### src/rtl/btn_event_arb.sv
// Button event arbiter: turns debounced button levels into press/release/long-press
// events and serialises them round-robin onto one valid/ready stream.
// Optional long-press detection is enabled by defining BTN_EVT_LONGPRESS_EN.
module btn_event_arb #(
  parameter int IDW         = 2,
  parameter int LONG_PERIOD = 10_000_000
) (
  input  logic                 i_clk,
  input  logic                 i_reset,
  input  logic [(1<<IDW)-1:0]  i_btn,
  output logic                 o_valid,
  input  logic                 i_ready,
  output logic [IDW-1:0]       o_evt_id,
  output logic [1:0]           o_evt_type,
  output logic                 o_drop
);

  localparam int NBTN = 1 << IDW;

  localparam logic [1:0] EVT_PRESS = 2'b00;
  localparam logic [1:0] EVT_REL   = 2'b01;
  localparam logic [1:0] EVT_LONG  = 2'b10;

  if (LONG_PERIOD < 2 || LONG_PERIOD >= (1 << 24)) begin : g_bad_long_period
    $error("btn_event_arb: LONG_PERIOD must be in [2, 2^24)");
  end

  // Handshake: an event transfers on a posedge with o_valid & i_ready; while
  // o_valid & ~i_ready the id/type are held and o_valid stays high.

  logic [NBTN-1:0] r_prev;
  logic [NBTN-1:0] r_p_press;
  logic [NBTN-1:0] r_p_rel;
  logic [IDW-1:0]  r_rr;
  logic            r_valid;
  logic [IDW-1:0]  r_id;
  logic [1:0]      r_type;
  logic            r_drop;

  logic [NBTN-1:0] w_rise;
  logic [NBTN-1:0] w_fall;
  logic [NBTN-1:0] w_p_long;
  logic [NBTN-1:0] w_elig;
  logic            w_slot_free;
  logic            w_found;
  logic [IDW-1:0]  w_idx;
  logic [IDW-1:0]  w_gnt_id;
  logic [1:0]      w_gnt_type;
  logic            w_grant;
  logic [NBTN-1:0] w_gnt_oh;
  logic [NBTN-1:0] w_clr_press;
  logic [NBTN-1:0] w_clr_rel;
  logic [NBTN-1:0] w_drop_long;
  logic [NBTN-1:0] w_drop_vec;

  assign w_rise      = i_btn & ~r_prev;
  assign w_fall      = ~i_btn & r_prev;
  assign w_elig      = r_p_press | r_p_rel | w_p_long;
  assign w_slot_free = ~r_valid | i_ready;

  // Round-robin search starting at r_rr; index arithmetic wraps modulo NBTN.
  always_comb begin
    w_found  = 1'b0;
    w_gnt_id = '0;
    w_idx    = '0;
    for (int i = 0; i < NBTN; i++) begin
      w_idx = r_rr + IDW'(i);
      if (!w_found && w_elig[w_idx]) begin
        w_found  = 1'b1;
        w_gnt_id = w_idx;
      end
    end
  end

  // Press before long before release keeps per-channel event order intact.
  always_comb begin
    w_gnt_type = EVT_REL;
    if (r_p_press[w_gnt_id]) begin
      w_gnt_type = EVT_PRESS;
    end else if (w_p_long[w_gnt_id]) begin
      w_gnt_type = EVT_LONG;
    end
  end

  assign w_grant     = w_slot_free & w_found;
  assign w_gnt_oh    = w_grant ? (NBTN'(1) << w_gnt_id) : '0;
  assign w_clr_press = w_gnt_oh & {NBTN{w_gnt_type == EVT_PRESS}};
  assign w_clr_rel   = w_gnt_oh & {NBTN{w_gnt_type == EVT_REL}};

`ifdef BTN_EVT_LONGPRESS_EN
  localparam logic [23:0] LP_M1 = 24'(LONG_PERIOD - 1);
  localparam logic [23:0] LP_M2 = 24'(LONG_PERIOD - 2);

  logic [23:0]     r_hold [NBTN];
  logic [NBTN-1:0] r_p_long;
  logic [NBTN-1:0] w_set_long;
  logic [NBTN-1:0] w_clr_long;

  always_comb begin
    w_set_long = '0;
    for (int c = 0; c < NBTN; c++) begin
      w_set_long[c] = r_prev[c] && (r_hold[c] == LP_M2);
    end
  end

  assign w_clr_long  = w_gnt_oh & {NBTN{w_gnt_type == EVT_LONG}};
  assign w_p_long    = r_p_long;
  assign w_drop_long = w_set_long & r_p_long & ~w_clr_long;

  // Saturating hold counter: the LONG_PERIOD-2 -> LONG_PERIOD-1 step happens once per hold.
  always_ff @(posedge i_clk or posedge i_reset) begin
    if (i_reset) begin
      r_p_long <= '0;
      for (int c = 0; c < NBTN; c++) begin
        r_hold[c] <= '0;
      end
    end else begin
      r_p_long <= w_set_long | (r_p_long & ~w_clr_long);
      for (int c = 0; c < NBTN; c++) begin
        if (!r_prev[c]) begin
          r_hold[c] <= '0;
        end else if (r_hold[c] != LP_M1) begin
          r_hold[c] <= r_hold[c] + 24'd1;
        end
      end
    end
  end
`else
  assign w_p_long    = '0;
  assign w_drop_long = '0;
`endif

  // A set onto a flag that is being cleared this cycle is a new event, not a loss.
  assign w_drop_vec = (w_rise & r_p_press & ~w_clr_press)
                    | (w_fall & r_p_rel & ~w_clr_rel)
                    | w_drop_long;

  always_ff @(posedge i_clk or posedge i_reset) begin
    if (i_reset) begin
      r_prev    <= '0;
      r_p_press <= '0;
      r_p_rel   <= '0;
      r_rr      <= '0;
      r_valid   <= 1'b0;
      r_id      <= '0;
      r_type    <= EVT_PRESS;
      r_drop    <= 1'b0;
    end else begin
      r_prev    <= i_btn;
      r_p_press <= w_rise | (r_p_press & ~w_clr_press);
      r_p_rel   <= w_fall | (r_p_rel & ~w_clr_rel);
      r_drop    <= |w_drop_vec;
      if (w_grant) begin
        r_valid <= 1'b1;
        r_id    <= w_gnt_id;
        r_type  <= w_gnt_type;
        r_rr    <= w_gnt_id + IDW'(1);
      end else if (w_slot_free) begin
        r_valid <= 1'b0;
      end
    end
  end

  assign o_valid    = r_valid;
  assign o_evt_id   = r_id;
  assign o_evt_type = r_type;
  assign o_drop     = r_drop;

endmodule
### config.mk
export PLATFORM = sky130hd
export DESIGN_NAME = btn_event_arb
export DESIGN_NICKNAME = d
export VERILOG_FILES = /design/src/rtl/btn_event_arb.sv
export SDC_FILE = /design/constraint.sdc
export NUM_CORES = 1
export LEC_CHECK = 0
export ABC_AREA = 1
export BUFFER_PORTS_ARGS = -buffer_cell sky130_fd_sc_hd__buf_4
export CORE_ASPECT_RATIO = 0.75
export CORE_MARGIN = 2
export CORE_UTILIZATION = 30
export CTS_BUF_LIST = sky130_fd_sc_hd__clkbuf_4 sky130_fd_sc_hd__clkbuf_8
export CTS_CLUSTER_DIAMETER = 150
export CTS_CLUSTER_SIZE = 14
export DETAILED_ROUTE_END_ITERATION = 7
export PLACE_DENSITY = 0.48
export SLEW_MARGIN = 15
export SYNTH_ARGS = -nofsm -noshare
export SYNTH_HDL_FRONTEND = slang
export SYNTH_SLANG_ARGS = --single-unit
### constraint.sdc
create_clock -name i_clk -period 2.2 [get_ports i_clk]
set_clock_uncertainty 0.05 [all_clocks]
set_input_delay 0.44 -clock i_clk [delete_from_list [all_inputs] [get_ports i_clk]]
set_output_delay 0.44 -clock i_clk [all_outputs]
set_load 0.02 [all_outputs]
==> impl_metrics.json, run 1 <==
{
  "synth_area_mm2": 0.00124,
  "number_of_nets_with_antenna_violations_after_detailed_routing": 0,
  "timing.final.crit_period_ns": 2.15,
  "coreArea_mm2": 0.00400,
  "post_synth_fa_ha_maj_area_fraction_pct": 0,
  "diodes": 0,
  "unrepaired_setup_endpoints_after_global_routing": "true",
  "num_vias": 1257,
  "final_net_count": 218,
  "die_height_um": 59.7,
  "grt_first_pass_wirelength_um": 5040,
  "fmax_mhz": 466,
  "grt_pass1_vias": 1090,
  "gr-usage-all-layers_pct": 13.8,
  "flow.area_growth_from_synthesis_pct": 52.7,
  "grt.overflow.total": 0,
  "part_of_the_cycle_the_worst_path_needs_pct": 97.6,
  "routed_wire_length_per_instance_um": 13.1,
  "cts_inserted_buffers": 3,
  "final_cell_area_mm2": 0.00189,
  "clock-root-buffer": "sky130_fd_sc_hd__clkbuf_8",
  "yosysWarnings": 0,
  "grt_antenna_before_repair": 0,
  "pre_cts_slack_ns": 0.0491,
  "maxSlewViolCount": 0,
  "timing_worst_slew_pin_value_ns": 0.735,
  "synthMuxAreaShare_pct": 0,
  "tritoncts_clock_tree": "yes",
  "post_synth_and_or_nand_nor_area_fraction_pct": 43.7,
  "clock_tree.htree_level_count": 1,
  "outcome": "finished, final reports clean",
  "capturing_element_type_of_the_critical_path": "register",
  "weighted_congestion_at_the_end_of_routability_driven_global_placement": 0.888,
  "hp-class": "in2reg",
  "synth_cells": 172,
  "numPortBuffers": 11,
  "cts_sinks": 19,
  "floorplan.die_area_mm2": 0.00467,
  "layout.cells.most_common": "sky130_fd_sc_hd__nand2_1",
  "synthesis.area_per_instance_um2": 7.21,
  "postPlaceCellArea_mm2": 0.00139,
  "net_count_synth": 179,
  "synth_top_family_by_area": "simple AND/OR/NAND/NOR gates",
  "fillers": 392,
  "p_leak_nw": 0.941,
  "fraction_of_layout_instances_using_a_drive_strength_above_1_pct": 48.6,
  "detailed_place_hpwl_um": 2250,
  "post_synth_num_cell_types": 24,
  "dpl.cell_count": 239,
  "clock_edge_transition_at_the_registers_on_the_reported_setup_and_hold_paths_ns": 0.07,
  "power.density_cell_area_mw_per_mm2": 1450,
  "grt_max_degree": 20,
  "max-clock-path-buffers": 2,
  "synth_compound_area_share_pct": 8.27,
  "slew_headroom_pct": 50.9,
  "setup_slack_ns": 0.0523,
  "drt_pre_antenna_iters": 4,
  "wirelength_um": 3480,
  "max_cap_viol_count": 0,
  "path_max_fanout": 4,
  "boundaryPins": 13,
  "finalSetupViolCount": 0,
  "die_w_um": 78.2,
  "dr.first_iter.drc_count": 32,
  "p_total_mw": 2.75,
  "seq_area_frac_synth_pct": 38.3,
  "std_cell_rows": 20,
  "crit_required_ns": 2.29,
  "post_synth_xor_area_fraction_pct": 0,
  "worst-endpoint-arrival_ns": 2.24,
  "postSynthRegisterBits": 19,
  "postCtsHoldBufs": 0,
  "worst_ir_drop_vdd_mv": 0.511,
  "layout.cells.most_common_list": "sky130_fd_sc_hd__nand2_1, sky130_fd_sc_hd__buf_4, sky130_fd_sc_hd__dfrtp_1",
  "cp-start-kind": "register",
  "starting_density_pct": 31.0,
  "post_route_drc_violation_count": 0,
  "final-hold-violation-count": 0,
  "critPathKind": "reg2reg",
  "detail_route.vias_per_cell": 4.74,
  "clock_latency_of_the_later_clocked_register_in_the_worst_skew_pair_ns": 0.26,
  "fin_cells": 265,
  "final_core_util_pct": 47.3
}
==> flip-flops by register name (all words and copies together), names as in the netlist <==
register / count
r_p_press: 4
r_p_rel: 4
r_prev: 4
o_evt_id: 2
r_rr: 2
o_drop: 1
o_evt_type: 1
o_valid: 1
==> cell type report <==
type | count | area (um2) | area share [%]
multi-input cells | 129 | 902 | 47.7
flip-flops and latches | 19 | 478 | 25.2
repair buffers | 36 | 298 | 15.7
inverters | 21 | 91.3 | 4.82
well taps | 55 | 68.8 | 3.64
clock buffers | 4 | 48.8 | 2.58
repair inverters | 1 | 6.26 | 0.330
==> through the flow <==
stage	TNS (ns)	hold slack [ns]
global route	-0.0826	0.237
finish	0	0.242
detailed placement	0	0.423
floorplan	0	0.341
global placement	0	0.411
CTS	0	0.242
==> what timing repair did <==
| item | 4_1_cts | 5_1_grt |
|---|---|---|
| resized for setup | 0 | 70 |
| endpoints found under the setup margin | 0 | 8 |
| buffers inserted | 0 | 21 |
==> cells by family after synthesis <==
kind of cell    Yosys count
buf+inv                  24
other cells               1
flops                    19
compound gates           17
simple gates            111
==> Yosys cell counts <==
| cell | number | area, um2 |
|---|---|---|
| sky130_fd_sc_hd__nand2_1 | 56 | 210 |
| sky130_fd_sc_hd__dfrtp_1 | 19 | 475 |
| sky130_fd_sc_hd__inv_1 | 18 | 67.6 |
| sky130_fd_sc_hd__nand2_2 | 12 | 75.1 |
| sky130_fd_sc_hd__nand3_1 | 11 | 55.1 |
| sky130_fd_sc_hd__nor2_1 | 11 | 41.3 |
| sky130_fd_sc_hd__o21ai_0 | 7 | 35.0 |
| sky130_fd_sc_hd__nand4_1 | 5 | 31.3 |
| sky130_fd_sc_hd__nor3_1 | 5 | 25.0 |
| sky130_fd_sc_hd__nand2_4 | 4 | 45.0 |
| sky130_fd_sc_hd__o21ai_1 | 4 | 20.0 |
| sky130_fd_sc_hd__nand3_2 | 3 | 30.0 |
| sky130_fd_sc_hd__nor2_2 | 3 | 18.8 |
| sky130_fd_sc_hd__buf_6 | 2 | 22.5 |
| sky130_fd_sc_hd__o21a_1 | 2 | 15.0 |
| sky130_fd_sc_hd__o21ai_2 | 2 | 17.5 |
| sky130_fd_sc_hd__a211o_1 | 1 | 8.76 |
| sky130_fd_sc_hd__a31oi_1 | 1 | 6.26 |
| sky130_fd_sc_hd__buf_4 | 1 | 7.51 |
| sky130_fd_sc_hd__clkinv_4 | 1 | 8.76 |
| sky130_fd_sc_hd__conb_1 | 1 | 3.75 |
| sky130_fd_sc_hd__inv_2 | 1 | 3.75 |
| sky130_fd_sc_hd__inv_4 | 1 | 6.26 |
| sky130_fd_sc_hd__nor3_2 | 1 | 10.0 |
==> routing by layer <==
layer  vias up  global-route usage (%)  wire [um]
met2        30                    21.6       1720
met3        13                    1.51        100
li1        624                       -          -
met4         0                    5.51        114
met1       590                    19.9       1540
met5         -                       0          0
==> final timing paths <==
kind                       cells after the start      start            to  slack, ns
max reg2reg                                   15    r_rr[0]  r_p_press[1]       0.05
max                                           15    r_rr[0]  r_p_press[1]       0.05
min reg2reg                                    1  r_prev[0]  r_p_press[0]       0.43
min                                            1   i_btn[2]     r_prev[2]       0.24
min in group asynchronous                      2    i_reset     r_prev[2]       0.25
max in group asynchronous                      2    i_reset       r_rr[0]       1.33
==> power breakdown <==
group | switching, mW | internal (mW) | total, mW
Clock | 0.116 | 0.141 | 0.258
Sequential | 0.136 | 0.476 | 0.612
Combinational | 1.09 | 0.796 | 1.88
==> critical path: stages (launching register included) <==
cell,delay (ns)
sky130_fd_sc_hd__dfrtp_2,0.44
sky130_fd_sc_hd__buf_6,0.14
sky130_fd_sc_hd__buf_6,0.10
sky130_fd_sc_hd__nand2_4,0.05
sky130_fd_sc_hd__nand2_4,0.11
sky130_fd_sc_hd__nand3_4,0.08
sky130_fd_sc_hd__buf_4,0.13
sky130_fd_sc_hd__nand4_1,0.11
sky130_fd_sc_hd__nand2_2,0.14
sky130_fd_sc_hd__inv_4,0.12
sky130_fd_sc_hd__nand2_4,0.07
sky130_fd_sc_hd__nor2_4,0.13
sky130_fd_sc_hd__nand3_2,0.10
sky130_fd_sc_hd__buf_4,0.14
sky130_fd_sc_hd__nand2_1,0.05
sky130_fd_sc_hd__o21ai_0,0.07
Power figures use the tool's default switching activity.
==> run 2: changes to the inputs <==
--- a/config.mk
+++ b/config.mk
@@ -8,7 +8,6 @@
 export ABC_AREA = 1
 export BUFFER_PORTS_ARGS = -buffer_cell sky130_fd_sc_hd__buf_4
 export CORE_ASPECT_RATIO = 0.75
-export CORE_MARGIN = 2
 export CORE_UTILIZATION = 30
 export CTS_BUF_LIST = sky130_fd_sc_hd__clkbuf_4 sky130_fd_sc_hd__clkbuf_8
 export CTS_CLUSTER_DIAMETER = 150
==> run 2 against run 1 <==
Net effect: fmax rose by 3.6%; critical path depth grew 2; core utilization fell by 6.4 points; highest routed layer unchanged; setup slack better by 0.075 ns; routed wire length is 17% lower; largest power group unchanged; register-to-register slack gained 0.07 ns; combinational power decreased by 35%; sequential cell count stayed put; clock power increased by 2%; first-iteration DRC count grew 81%; hold slack is essentially flat.
==> impl_metrics.json, run 2 (synthesis gave the netlist of run 1 again) <==
{
  "max_cap_viol_count": 0,
  "finalSetupViolCount": 0,
  "detail_route.vias_per_cell": 4.74,
  "multi_input_combinational_cell_area_um2": 731,
  "die_height_um": 57.7,
  "layout.cells.most_common_list": "sky130_fd_sc_hd__nand2_1, sky130_fd_sc_hd__buf_4, sky130_fd_sc_hd__inv_1",
  "boundaryPins": 13,
  "p_leak_nw": 0.791,
  "regToRegSetupSlack_ns": 0.13,
  "grt_first_pass_wirelength_um": 4890,
  "final_cell_area_mm2": 0.00156,
  "final_net_count": 200,
  "fillers": 394,
  "grt_antenna_before_repair": 0,
  "max-clock-path-buffers": 2,
  "wirelength_um": 2880,
  "diodes": 0,
  "cts_inserted_buffers": 3,
  "timing_worst_slew_pin_value_ns": 0.739,
  "detailed_place_hpwl_um": 2160,
  "layout.cells.most_common": "sky130_fd_sc_hd__nand2_1",
  "coreArea_mm2": 0.00380,
  "weighted_congestion_at_the_end_of_routability_driven_global_placement": 0.792,
  "capturing_element_type_of_the_critical_path": "register",
  "pre_cts_slack_ns": 0.0643,
  "starting_density_pct": 32.6,
  "hp-class": "in2reg",
  "clock_latency_of_the_later_clocked_register_in_the_worst_skew_pair_ns": 0.26,
  "drt_pre_antenna_iters": 4,
  "fmax_mhz": 482,
  "floorplan.die_area_mm2": 0.00440,
  "crit_top_cell": "sky130_fd_sc_hd__nand2_1",
  "die_w_um": 76.2,
  "std_cell_rows": 19,
  "crit_slowest_cell": "sky130_fd_sc_hd__dfrtp_2",
  "critPathKind": "reg2reg",
  "crit_required_ns": 2.30,
  "grt_pass1_vias": 1083,
  "gr-usage-all-layers_pct": 14.0,
  "finalHoldWorstSlack_ns": 0.243,
  "tritoncts_clock_tree": "yes",
  "clock-root-buffer": "sky130_fd_sc_hd__clkbuf_8",
  "routed_wire_length_per_instance_um": 11.8,
  "worst-endpoint-arrival_ns": 2.18,
  "numPortBuffers": 11,
  "final-seq-area_um2": 479,
  "grt.overflow.total": 0,
  "clock_edge_transition_at_the_registers_on_the_reported_setup_and_hold_paths_ns": 0.07,
  "cp-start-kind": "register",
  "postPlaceCellArea_mm2": 0.00138,
  "outcome": "finished, final reports clean",
  "post_route_drc_violation_count": 0,
  "clock_tree.htree_level_count": 1,
  "worst_ir_drop_vdd_mv": 0.763,
  "ordered_list_of_cells_on_the_worst_path": "buf_4 -> nand2_1 -> nand2_2 -> nand3_1 -> nand2_1 -> nand3_2 -> nand3_4 -> nand2_8 -> nand2_2 -> nand2_4 -> nand2_4 -> nand2_2 -> nand2_1 -> nand2_1 -> nand2_1 -> nor2_1 -> nand2_1",
  "power.density_cell_area_mw_per_mm2": 1360,
  "maxSlewViolCount": 0,
  "slew_headroom_pct": 50.6,
  "cts_sinks": 19,
  "unrepaired_setup_endpoints_after_global_routing": "true",
  "part_of_the_cycle_the_worst_path_needs_pct": 94.2,
  "setup_slack_ns": 0.127,
  "final-hold-violation-count": 0,
  "path_max_fanout": 7,
  "num_vias": 1156,
  "reg_top3": "r_p_press (4), r_p_rel (4), r_prev (4)",
  "number_of_nets_with_antenna_violations_after_detailed_routing": 0,
  "dr.first_iter.drc_count": 58,
  "final_core_util_pct": 40.9,
  "grt_max_degree": 20,
  "timing.final.crit_period_ns": 2.07,
  "flow.area_growth_from_synthesis_pct": 25.4,
  "critical_path.max_stage_delay_ns": 0.46,
  "fraction_of_layout_instances_using_a_drive_strength_above_1_pct": 33.9
}
## run 2: cell count changes in the layout (fill, tap and decap cells not counted), sizes merged
cell | previous run | this run
buf | 36 | 19
clkinv | 2 | 1
## run 2: critical path: cells and delay by family (launching register included)
kind | cells | cell delay [ns]
flops | 1 | 0.46
simple gates | 16 | 1.27
buf+inv | 1 | 0.17
## run 2: metal layers
| metal | track usage, % | vias to the layer above | share of wire [%] |
|---|---|---|---|
| met5 | 0 | - | 0 |
| met4 | 4.12 | 0 | 0.76 |
| met3 | 1.89 | 3 | 2.7 |
| met2 | 22.3 | 19 | 44 |
| met1 | 20.2 | 549 | 52 |
| li1 | - | 585 | - |
## run 2: area by class of cell
type	count	area share (%)
multi-input cells	129	47.0
flip-flops and latches	19	30.8
repair buffers	19	9.17
inverters	21	5.71
well taps	52	4.18
clock buffers	4	3.14
## run 2: what timing repair did
item / in CTS / in global routing
hold buffers: 0 / 0
endpoints found under the setup margin: 0 / 6
buffers inserted: 0 / 5
gates resized for setup: 0 / 24
## run 2: metrics by stage
stage          instances  TNS [ns]  total power [mW]
2_1_floorplan        172         0              1.42
3_3_place_gp         235         0              1.67
3_5_place_dp         235         0              1.66
4_1_cts              239         0              1.93
5_1_grt              244   -0.0584              2.29
6_report             244         0              2.12
## run 2: where the power goes
group	switching [mW]	internal (mW)	leakage, nW
sequential	0.150	0.478	0.202
clock	0.122	0.141	0.0262
combinational	0.767	0.458	0.563
total	1.04	1.08	0.791
## run 2: final timing paths
check	startpoint	end	cells after the start
worst max-delay path	r_rr[0]	o_drop	17
worst min-delay path	i_btn[2]	r_prev[2]	1
worst max register to register	r_rr[0]	o_drop	17
worst min register to register	r_prev[2]	r_p_press[2]	1
max in group asynchronous	i_reset	r_rr[0]	2
min in group asynchronous	i_reset	r_prev[2]	2
==> run 3: changes to the inputs <==
--- a/config.mk
+++ b/config.mk
@@ -9,8 +9,6 @@
 export BUFFER_PORTS_ARGS = -buffer_cell sky130_fd_sc_hd__buf_4
 export CORE_ASPECT_RATIO = 0.75
 export CORE_UTILIZATION = 30
-export CTS_BUF_LIST = sky130_fd_sc_hd__clkbuf_4 sky130_fd_sc_hd__clkbuf_8
-export CTS_CLUSTER_DIAMETER = 150
 export CTS_CLUSTER_SIZE = 14
 export DETAILED_ROUTE_END_ITERATION = 7
 export PLACE_DENSITY = 0.48
==> run 3 against run 2 <==
Net effect: total power increased by 3.3%; fmax rose by 0.63%; register-to-register slack barely moved; die area unchanged; sequential share of layout area decreased by 0.61 points; clock power fell by 4%; critical path depth is the same; critical path type unchanged; critical endpoint unchanged.
==> impl_metrics.json, run 3 (synthesis gave the netlist of run 1 again) <==
{
  "fillers": 393,
  "ordered_list_of_cells_on_the_worst_path": "buf_4 -> nand2_1 -> nand2_2 -> nand3_1 -> nand2_1 -> nand3_2 -> nand3_4 -> nand2_8 -> nand2_2 -> nand2_4 -> nand2_4 -> nand2_2 -> nand2_1 -> nand2_1 -> nand2_1 -> nor2_1 -> nand2_1",
  "max_cap_viol_count": 0,
  "hp-class": "in2reg",
  "cts_sinks": 19,
  "p_leak_nw": 0.806,
  "outcome": "finished, final reports clean",
  "finalSetupViolCount": 0,
  "critical_path.max_stage_delay_ns": 0.45,
  "finalHoldWorstSlack_ns": 0.244,
  "clock_edge_transition_at_the_registers_on_the_reported_setup_and_hold_paths_ns": 0.08,
  "cts_inserted_buffers": 3,
  "dr.first_iter.drc_count": 72,
  "clock_tree.htree_level_count": 1,
  "slew_headroom_pct": 50.4,
  "crit_top_cell": "sky130_fd_sc_hd__nand2_1",
  "critical_path.n_buffers_inverters": 1,
  "worst-endpoint-arrival_ns": 2.16,
  "power.density_cell_area_mw_per_mm2": 1380,
  "layout.cells.most_common_list": "sky130_fd_sc_hd__nand2_1, sky130_fd_sc_hd__buf_4, sky130_fd_sc_hd__inv_1",
  "flow.area_growth_from_synthesis_pct": 28.0,
  "grt.overflow.total": 0,
  "critPathKind": "reg2reg",
  "std_cell_rows": 19,
  "detailed_place_hpwl_um": 2160,
  "numPortBuffers": 11,
  "weighted_congestion_at_the_end_of_routability_driven_global_placement": 0.792,
  "num_vias": 1161,
  "grt_first_pass_wirelength_um": 4930,
  "final-hold-violation-count": 0,
  "crit_slowest_cell": "sky130_fd_sc_hd__dfrtp_2",
  "part_of_the_cycle_the_worst_path_needs_pct": 93.6,
  "grt_max_degree": 20,
  "boundaryPins": 13,
  "diodes": 0,
  "grt_pass1_vias": 1092,
  "grt_antenna_before_repair": 0,
  "max-clock-path-buffers": 2,
  "die_height_um": 57.7,
  "path_delay_family": "simple AND/OR/NAND/NOR gates",
  "starting_density_pct": 32.6,
  "clock-root-buffer": "sky130_fd_sc_hd__clkbuf_8",
  "detail_route.vias_per_cell": 4.68,
  "crit_required_ns": 2.30,
  "drt_pre_antenna_iters": 4,
  "maxSlewViolCount": 0,
  "cp-start-kind": "register",
  "timing_worst_slew_pin_value_ns": 0.744,
  "routed_wire_length_per_instance_um": 12.0,
  "fmax_mhz": 485,
  "reg_top3": "r_p_press (4), r_p_rel (4), r_prev (4)",
  "die_w_um": 76.2,
  "number_of_nets_with_antenna_violations_after_detailed_routing": 0,
  "final_net_count": 204,
  "post_route_drc_violation_count": 0,
  "coreArea_mm2": 0.00380,
  "clock_latency_of_the_later_clocked_register_in_the_worst_skew_pair_ns": 0.26,
  "gr-usage-all-layers_pct": 14.3,
  "pre_cts_slack_ns": 0.0643,
  "unrepaired_setup_endpoints_after_global_routing": "true",
  "wirelength_um": 2990,
  "tritoncts_clock_tree": "yes",
  "capturing_element_type_of_the_critical_path": "register",
  "layout.cells.most_common": "sky130_fd_sc_hd__nand2_1",
  "postCtsHoldBufs": 0,
  "setup_slack_ns": 0.140,
  "path_max_fanout": 7,
  "timing.final.crit_period_ns": 2.06,
  "worst_ir_drop_vdd_mv": 0.776,
  "fraction_of_layout_instances_using_a_drive_strength_above_1_pct": 35.7,
  "floorplan.die_area_mm2": 0.00440
}
[run 3: final cells by class]
| type | instances | area, um2 | area share [%] |
|---|---|---|---|
| multi-input combinational | 129 | 736 | 46.4 |
| sequential | 19 | 479 | 30.2 |
| timing repair buffer | 23 | 173 | 10.9 |
| inverter | 21 | 88.8 | 5.60 |
| tap | 52 | 65.1 | 4.10 |
| clock buffer | 4 | 45.0 | 2.84 |
[run 3: power by group]
group | switching, mW | total [mW] | internal (mW)
clock | 0.124 | 0.253 | 0.129
combinational | 0.814 | 1.32 | 0.511
sequential | 0.129 | 0.607 | 0.478
total | 1.07 | 2.18 | 1.12
[run 3: metrics by stage]
step,utilization [%],instance area (um2),setup TNS (ns),std cells,power [mW]
after floorplan,-,1240,0,172,1.42
after global placement,36.3,1380,0,235,1.67
after detailed placement,36.3,1380,0,235,1.66
after CTS,37.5,1430,0,239,1.92
after global routing,41.7,1590,-0.0554,248,2.36
final,41.7,1590,0,248,2.18
[run 3: worst paths after layout]
kind | depth (start not counted) | end | startpoint | slack [ns]
worst max-delay path | 17 | o_drop | r_rr[0] | 0.14
worst min-delay path | 1 | r_prev[2] | i_btn[2] | 0.24
worst max register to register | 17 | o_drop | r_rr[0] | 0.14
worst min register to register | 1 | r_p_press[2] | r_prev[2] | 0.43
max in group asynchronous | 2 | r_rr[0] | i_reset | 1.33
min in group asynchronous | 2 | o_drop | i_reset | 0.26
[run 3: layer usage]
layer / wire (um) / vias to the layer above / GRT usage [%]
li1: - / 592 / -
met1: 1570 / 545 / 20.4
met2: 1320 / 20 / 22.5
met3: 62 / 4 / 1.89
met4: 33 / 0 / 4.95
met5: 0 / - / 0
[run 3: what timing repair did]
item / CTS / global route
buffers inserted: 0 / 9
endpoints found under the setup margin: 0 / 6
endpoints found under the hold margin: 0 / 0
resized for setup: 0 / 27
[run 3: worst register-to-register path, stage by stage, from the launching register on]
cell and delay, ns:
sky130_fd_sc_hd__dfrtp_2 0.45, sky130_fd_sc_hd__buf_4 0.17, sky130_fd_sc_hd__nand2_1 0.07, sky130_fd_sc_hd__nand2_2 0.08, sky130_fd_sc_hd__nand3_1 0.10, sky130_fd_sc_hd__nand2_1 0.08
sky130_fd_sc_hd__nand3_2 0.10, sky130_fd_sc_hd__nand3_4 0.12, sky130_fd_sc_hd__nand2_8 0.12, sky130_fd_sc_hd__nand2_2 0.07, sky130_fd_sc_hd__nand2_4 0.08, sky130_fd_sc_hd__nand2_4 0.07
sky130_fd_sc_hd__nand2_2 0.06, sky130_fd_sc_hd__nand2_1 0.07, sky130_fd_sc_hd__nand2_1 0.07, sky130_fd_sc_hd__nand2_1 0.05, sky130_fd_sc_hd__nor2_1 0.08, sky130_fd_sc_hd__nand2_1 0.06
